$ cat src/rtl/lshift_seq.sv
// Sequential left shifter: one bit per clock, distance clamped to WIDTH, done pulse on completion.
// Optional carry output (last bit shifted out) enabled by defining LSHIFT_SEQ_CARRY_EN.
module lshift_seq #(
    parameter int unsigned WIDTH = 4
) (
    input  logic             clock,
    input  logic             reset_n,
    input  logic             start,
    input  logic [3:0]       distance,
    input  logic [WIDTH-1:0] in,
    output logic [WIDTH-1:0] out,
    output logic             busy,
    output logic             done
`ifdef LSHIFT_SEQ_CARRY_EN
    ,
    output logic             carry
`endif
);

    typedef enum logic [1:0] {
        S_IDLE,
        S_SHIFT,
        S_DONE
    } state_t;

    state_t           r_state;
    state_t           w_next;
    logic [WIDTH-1:0] r_work;
    logic [3:0]       r_count;
    logic [3:0]       w_k;
    logic             w_accept;
    logic [WIDTH-1:0] w_shifted;

    // Shift counts past WIDTH would only produce zeros, so clamp to bound latency.
    assign w_k       = (distance >= 4'(WIDTH)) ? 4'(WIDTH) : distance;
    assign w_accept  = start && (r_state != S_SHIFT);
    assign w_shifted = r_work << 1;

    assign busy = (r_state == S_SHIFT);
    assign done = (r_state == S_DONE);

    always_ff @(posedge clock or negedge reset_n) begin
        if (!reset_n) begin
            r_state <= S_IDLE;
        end else begin
            r_state <= w_next;
        end
    end

    always_comb begin
        w_next = r_state;
        case (r_state)
            S_IDLE, S_DONE: begin
                if (w_accept) begin
                    w_next = (w_k == 4'd0) ? S_DONE : S_SHIFT;
                end else begin
                    w_next = S_IDLE;
                end
            end
            S_SHIFT: begin
                if (r_count == 4'd1) begin
                    w_next = S_DONE;
                end
            end
            default: w_next = S_IDLE;
        endcase
    end

    always_ff @(posedge clock or negedge reset_n) begin
        if (!reset_n) begin
            r_work  <= '0;
            r_count <= '0;
            out     <= '0;
        end else if (w_accept) begin
            r_work  <= in;
            r_count <= w_k;
            if (w_k == 4'd0) begin
                out <= in;
            end
        end else if (r_state == S_SHIFT) begin
            r_work  <= w_shifted;
            r_count <= r_count - 4'd1;
            if (r_count == 4'd1) begin
                out <= w_shifted;
            end
        end
    end

`ifdef LSHIFT_SEQ_CARRY_EN
    always_ff @(posedge clock or negedge reset_n) begin
        if (!reset_n) begin
            carry <= 1'b0;
        end else if (w_accept) begin
            if (w_k == 4'd0) begin
                carry <= 1'b0;
            end
        end else if ((r_state == S_SHIFT) && (r_count == 4'd1)) begin
            carry <= r_work[WIDTH-1];
        end
    end
`endif

endmodule

$ cat config.mk
export PLATFORM = sky130hd
export DESIGN_NAME = lshift_seq
export DESIGN_NICKNAME = d
export VERILOG_FILES = /design/src/rtl/lshift_seq.sv
export SDC_FILE = /design/constraint.sdc
export NUM_CORES = 1
export LEC_CHECK = 0
export CORE_MARGIN = 2
export CORE_UTILIZATION = 30
export CTS_CLUSTER_DIAMETER = 200
export CTS_CLUSTER_SIZE = 14
export DETAILED_ROUTE_END_ITERATION = 10
export PLACE_DENSITY = 0.5
export REMOVE_ABC_BUFFERS = 1
export SETUP_SLACK_MARGIN = 0.1
export SYNTH_ARGS = -nofsm -noshare
export SYNTH_HDL_FRONTEND = slang
export SYNTH_SLANG_ARGS = --single-unit
$ cat constraint.sdc
create_clock -name clock -period 1.84 [get_ports clock]
set_input_delay 0.46 -clock clock [delete_from_list [all_inputs] [get_ports clock]]
set_output_delay 0.46 -clock clock [all_outputs]
set_load 0.05 [all_outputs]
Word level (Yosys, flattened, before mapping) --
Cells that the tools add are included.
Storage, ports and cells: flip-flop bits (word level) 13, output and inout bits 6, word-level logic and storage cells 32
Cells by class: add/subtract/negate cells 1, order comparisons 1, equality and inequality tests 6, mux-type cells 13, reduce and logical (&&, ||, !) cells 7
Operators with widths (count):
- $mux W4 | 7
- $mux W2 | 3
- $mux W3 | 2
- $ne A2 B1 Y1 const B | 3
- $eq A4 B1 Y1 const B | 1
- $ge A4 B3 Y1 const B | 1
- $logic_not A4 Y1 | 1
- $pmux W2 S2 | 1
- $reduce_bool A2 Y1 | 2
- $sub A4 B1 Y4 const B | 1
- $reduce_and A3 Y1 | 1
- $eq A2 B1 Y1 const B | 1
- $eq A2 B2 Y1 const B | 1
- $logic_not A2 Y1 | 1
- $reduce_or A2 Y1 | 1
- $logic_and A1 B1 Y1 | 1

Depth between registers and ports, before layout --
Gate-level depths: netlist of run 1.
depth after elaboration 6, gate-level depth with buffers 6, mapped depth without buffers 5

Worst setup path after synthesis of run 1 --
Ideal clock, no wire load.
path type register -> output, from register r_state[1], to output busy, data arrival time 1.361 ns, data required time 1.380 ns, setup slack 0.019 ns, cell stages (with the launch flop) 5, path buffers 2, cell sequence dfrtp_1 -> nand2b_1 -> buf_2 -> inv_2 -> clkbuf_1
On the way: word-level cells in the longest chain between the ends 1
RTL lines:
- from (decl) | RTL line 26 | state_t r_state;
- from (signal assigned) | RTL line 46 | r_state <= w_next;
- $eq A2 B1 Y1 | RTL line 39 | assign busy = (r_state == S_SHIFT);
- to (decl) | RTL line 12 | output logic busy,
Every way passes these cells.

Worst setup path in the final report of run 1 --
from input distance[2], to register out[0]
On the way: word-level cells in the longest chain between the ends 5
RTL lines:
- from (decl) | RTL line 9 | input logic [3:0] distance,
- $ge A4 B3 Y1 | RTL line 35 | assign w_k = (distance >= 4'(WIDTH)) ? 4'(WIDTH) : distance;
- $mux W4 (*) | RTL line 35
- $logic_not A4 Y1 (*) | RTL line 77 | if (w_k == 4'd0) begin
- $ne A2 B1 Y1 (no source line) (*)
- $reduce_and A3 Y1 (no source line) (*)
- to (signal assigned) | RTL line 78 | out <= in;
- to (signal assigned) | RTL line 84 | out <= w_shifted;
- to (decl) | RTL line 11 | output logic [WIDTH-1:0] out,
Every way passes the cells marked *; elsewhere a longest branch is shown, timed or not. A chain may end at the register's enable or synchronous reset.

==> results of run 1 <==
registers in the layout, indices dropped and copies added (netlist names):
signal   flops
r_work       3
r_count      4
r_state      2
out          4
placed cells by master (no fill, tap or decap), drive strengths merged, types with 2 or more instances in the layout:
master and n:
nand2 4, o21ai 3, dfrtp 13, clkbuf 4, mux2i 5, a21oi 2
inv 8, nor3 4, ha 2, a221oi 2, nor2 3, nand3 2
nor4 3, a311oi 3, clkdlybuf4s50 6, buf 12, and2 2, dlygate4sd2 3
cell type report:
type / instances / area, um^2
clock buffers: 4 / 26.28
fillers: 223 / 1242
inverters: 8 / 32.53
multi-input cells: 46 / 339.1
flip-flops and latches: 13 / 325.3
well taps: 28 / 35.03
repair buffers: 22 / 211.5
through the flow:
step	hold WS [ns]	util	area (um^2)	power (mW)	setup TNS (ns)
2_1_floorplan	0.1644	-	678.2	1.010	0
3_3_place_gp	0.4974	0.4163	920.9	1.288	-1.318
3_5_place_dp	0.5055	0.4163	920.9	1.292	-1.422
4_1_cts	0.4365	0.4333	958.4	1.497	0
5_1_grt	0.4615	0.4383	969.7	1.612	0
6_report	0.4350	0.4383	969.7	1.485	0
timing repair:
item,CTS,global route
endpoints found under the setup margin,4,2
gates resized for setup,7,3
hold endpoints to repair,0,0
pin swaps,5,3
buffers inserted,0,1
worst max-delay path by stage:
stage | startpoint | to | slack, ns
finish | distance[2] | out[0] | 0.15
global route | r_state[1] | busy | 0.09
CTS | r_state[1] | busy | 0.11
detailed placement | distance[3] | out[2] | -0.38
global placement | distance[3] | out[1] | -0.34
floorplan | distance[3] | out[1] | 0.06
power groups by stage:
| stage | clock [mW] | combinational (mW) | sequential [mW] |
|---|---|---|---|
| after global placement | 0 | 0.786 | 0.502 |
| after CTS | 0.184 | 0.811 | 0.501 |
| after global routing | 0.201 | 0.887 | 0.524 |
| final | 0.175 | 0.807 | 0.503 |
| after detailed placement | 0 | 0.786 | 0.506 |
| after floorplan | 0 | 0.381 | 0.629 |
worst reg2reg max path, stage by stage (launching register included):
cell      delay, ns
dfrtp_1        0.40
inv_1          0.08
ha_1           0.15
or3b_2         0.49
nor3_1         0.24
a311oi_2       0.06
kinds of logic (layout without fill, tap and decap cells):
family                     after synthesis  count (layout)  share of synthesized area
AOI/OAI and AO/OA                       14              14                     0.1457
adders and majority gates                2               2                    0.03597
buffers and inverters                   12              34                    0.06835
DFF                                     13              13                     0.4676
muxes                                    6               6                    0.08813
and+or+nand+nor                         24              24                     0.1943
per-layer routing:
| layer | track usage | vias to the layer above |
|---|---|---|
| li1 | - | 302 |
| met1 | 0.2018 | 272 |
| met2 | 0.2046 | 13 |
| met3 | 0.04885 | 2 |
| met4 | 0.05128 | 0 |
| met5 | 0 | - |
==> metrics, run 1 <==
Ys Warns=0; Cells after Synth=71; die width=52.16 um; clock share of power=0.118; Post-DRT Antenna Nets=0; sequential area share after synthesis=0.4676; Sw Ratio=0.4449; Synth top cells by count=dfrtp_1 (13), inv_1 (7), mux2i_1 (5); grt ovf=0; Die ar.=2720 um^2; layout cell share with drive strength beyond 1=0.2366; Startpoint Class=primary input; R2R depth=5; skew final=0.003751 ns; syn avg cell area=9.798 um^2; setup ws final=0.1542 ns; first-pass GRT wire length=2.801 mm; CP required=2.00 ns; most numerous cell in the Yosys netlist=dfrtp_1; Mapped Area=695.7 um^2; final wirelength=1.562 mm; final-stage net count=107; combinational group share of total power=0.543; CP max stage cell=or4_4; cts hold-fix bufs=0; H-tree depth=1; drt first pass iters=4; Max Clock Freq=593.2 MHz; R2R Setup Slk=0.29 ns; asr flop ratio synth=1.000; internal power=0.8245 mW; metal3 WL=77 um; met2 WL post-DR=706 um; Buf+Inv Stages, Crit Path=2; IO buf count=16; Starting Density=0.3145; Root Driver=clkbuf_4; crit path capture type=flip-flop; Metal-1 WL=757 um; number of synthesized flops with an enable pin=0; Net Sw Power=0.6608 mW; Worst path depth=5; top post-synthesis cells by area=dfrtp_1 (47%), mux2i_1 (7.2%), inv_1 (3.8%); hold crit path type=in2async; crit-path max cell delay=0.51 ns; Finished Layout Cells=121; largest net degree at the start of global routing=18; Vias=589; CTS sink count=13; max-slew violation count=0; Worst VDD drop=0.0008494 V; initial drt markers=6; worst-path cell chain=dlygate4sd2_1 > or4_4 > or3_4 > buf_4 > mux2i_1; delay-heaviest family, CP=simple AND/OR/NAND/NOR gates; critical path peak fanout=4; CTS clk-pin slew, worst paths=0.08 ns; Fin. Hold Viols=0; total of max-cap violations=0; reg2reg start=r_count[1]; Avg WL per Cell=12.91 um; LEAKAGE=0.4511 nW; Max Root-Sink Buffers=2; Final period util=0.9162; ys flop type=dfrtp_1; Yosys top cell by area=dfrtp_1; Seq pwr share=0.339; unique cell type count in the Yosys netlist=28; DP HPWL=1.221 mm; CTS tree=done; number of global-route vias before repair=581; GPL Wtd Cong=0.7499; Layout area overhead=39.39%; Synth top area share=0.4676; Final setup viols=0; # rows=17; vias per cell=4.868; Crit Path Category=in2reg; Least-Margin Pin Slew=0.3457 ns; Worst EP arrival=1.84 ns; run status=completed; # DRC=0; TritonCTS Buffers=3; chip height=52.16 um; RSZ-0062 raised after global routing=yes; crit path time final=1.686 ns; P per Cell Area=1532 nW/um^2; antenna diode count=0; DR top layer=met4; total track usage=0.1441; Slew HR=0.7674; core footprint=2212 um^2; antenna violations before repair=0; Yosys reg bits=13; worst skew pair latency=0.27 ns; Crit Reg-Reg Endpoint=out[2]; dpl cells=116; pre-CTS setup slack=-0.3795 ns; I/O Pins=17
(Power assumes the default switching activity.)
==> run 2, diff against run 1 <==
Settings changed: CORE_UTILIZATION 30 to 46, PLACE_DENSITY 0.5 to 0.72.
==> metrics, run 2 (synthesized netlist as in run 1, its figures left out) <==
Final period util=0.9170 (about the same); run status=completed; Sw Ratio=0.4468 (+0.001929); antenna violations before repair=0 (unchanged); Net Sw Power=0.6719 mW (+1.7%); crit path time final=1.687 ns (+0.001477 ns); number of global-route vias before repair=571 (-1.7%); clock share of power=0.122 (+0.004); Die ar.=1840 um^2 (-32%); Vias=600 (+1.9%); GPL Wtd Cong=0.7850 (+4.7%); Finished Layout Cells=107 (-12%); P per Cell Area=1592 nW/um^2 (+3.9%); Seq pwr share=0.335 (-0.004); TritonCTS Buffers=3 (unchanged); Largest regs=out (4), r_count (4), r_work (3); WHS Endpoint=r_state[0]; core footprint=1454 um^2 (-34%); cts hold-fix bufs=0 (unchanged); internal power=0.8319 mW (+0.89%); largest net degree at the start of global routing=18 (unchanged); Max Root-Sink Buffers=2 (unchanged); layout cell share with drive strength beyond 1=0.2308 (-0.005790); final wirelength=1.502 mm (-3.8%); LEAKAGE=0.4441 nW (-1.6%); Fin. Hold Viols=0 (unchanged); R2R depth=5 (unchanged); Root Driver=clkbuf_4; IO buf count=16 (unchanged); design area=944.7 um^2 (-2.6%); grt ovf=0 (unchanged); final-stage net count=105 (-1.9%); H-tree depth=1 (unchanged); I/O Pins=17 (unchanged); worst skew pair latency=0.28 ns (about the same); reg2reg start=r_count[1]; Post-DP Area=898.4 um^2 (-2.4%); Least-Margin Pin Slew=0.6292 ns (+0.2835 ns); # rows=14 (-3); Avg WL per Cell=14.04 um (+8.7%); CTS sink count=13 (unchanged); Max Clock Freq=592.7 MHz (about the same); total track usage=0.1918 (+0.04768); RSZ-0062 raised after global routing=no; DP HPWL=1.101 mm (-9.9%); CP required=2.03 ns (+0.03 ns); most common cell after layout, fill and taps aside=dfrtp_1; Total Power=1.504 mW (+1.2%); FILL cells=129 (-42%); crit path capture type=flip-flop; initial drt markers=5 (-1); total of max-cap violations=0 (unchanged); Hold Path Depth=1; Worst VDD drop=0.001004 V (+18%); skew final=0.001760 ns (-0.001991 ns); most frequent cells in the layout=dfrtp_1 (13), buf_4 (8), inv_1 (7); drt first pass iters=4 (unchanged); hold crit path type=reg2reg; vias per cell=5.607 (+15%); Starting Density=0.4785 (+0.1640); Layout area overhead=35.79%; Crit Path Category=in2reg; chip height=42.89 um (-18%); Slew HR=0.5792 (-0.1882); CTS tree=done; hold path start=r_state[0]; combinational group share of total power=0.544 (about the same); Final setup viols=0 (unchanged); die width=42.89 um (-18%); Crit Reg-Reg Endpoint=out[2]; Startpoint Class=primary input; max-slew violation count=0 (unchanged); dpl cells=103 (-11%); critical path peak fanout=4 (unchanged); Post-DRT Antenna Nets=0 (unchanged); CTS clk-pin slew, worst paths=0.08 ns (about the same); Worst EP arrival=1.88 ns (+0.04 ns); antenna diode count=0 (unchanged); first-pass GRT wire length=2.546 mm (-9.1%); # DRC=0 (unchanged); R2R Setup Slk=0.27 ns (-0.02 ns); Fin Setup TNS=0 ns (unchanged)
[run 2: cell count changes in the layout (fill, tap and decap cells not counted)]
cell,before,now
clkdlybuf4s15_1,1,0
a311oi_1,1,0
buf_4,10,8
a311oi_2,2,3
dlygate4sd2_1,3,4
[run 2: cell type report]
type | instances | area (um^2) | share of cell area
multi-input cells | 46 | 345.3 | 0.3656
flip-flops and latches | 13 | 325.3 | 0.3444
repair buffers | 20 | 195.2 | 0.2066
inverters | 8 | 32.53 | 0.03444
clock buffers | 4 | 26.28 | 0.02781
well taps | 16 | 20.02 | 0.02119
[run 2: worst max-delay path, stage by stage]
cell and delay (ns):
dlygate4sd2_1 0.23, or4_4 0.53, or3_4 0.44, a311oi_2 0.21
[run 2: per-stage QoR]
| step | setup WS [ns] | util | hold WS [ns] |
|---|---|---|---|
| 4_1_cts | 0.1159 | 0.6480 | 0.5395 |
| 3_3_place_gp | -0.3077 | 0.6179 | 0.4894 |
| 2_1_floorplan | 0.06311 | - | 0.1644 |
| 3_5_place_dp | -0.3629 | 0.6179 | 0.5170 |
| 5_1_grt | 0.1161 | 0.6497 | 0.5506 |
| 6_report | 0.1527 | 0.6497 | 0.5292 |
[run 2: worst max-delay path by stage]
stage | from | cells past startpoint | end | slack [ns]
3_5_place_dp | distance[3] | 4 | out[2] | -0.36
6_report | distance[0] | 4 | out[2] | 0.15
4_1_cts | r_state[1] | 3 | busy | 0.12
5_1_grt | distance[0] | 4 | out[2] | 0.12
2_1_floorplan | distance[3] | 3 | out[1] | 0.06
3_3_place_gp | distance[3] | 4 | out[1] | -0.31
[run 2: timing repair]
item | 4_1_cts | 5_1_grt
hold endpoints to repair | 0 | 0
buffers inserted | 0 | 0
pin swaps | 5 | 0
setup endpoints to repair | 4 | 1
gates resized for setup | 8 | 2
[run 2: power by group through the flow]
stage	sequential, mW	clock [mW]	combinational, mW
finish	0.503	0.183	0.818
detailed placement	0.510	0	0.785
global route	0.521	0.198	0.879
CTS	0.504	0.185	0.817
global placement	0.503	0	0.770
floorplan	0.629	0	0.381
[run 2: per-layer routing]
metal  vias to the layer above  track usage  routed length [um]
met4                         0       0.1125                  49
met3                         4      0.03830                  58
met1                       279       0.2426                 683
li1                        301            -                   -
met5                         -            0                   0
met2                        16       0.3000                 711
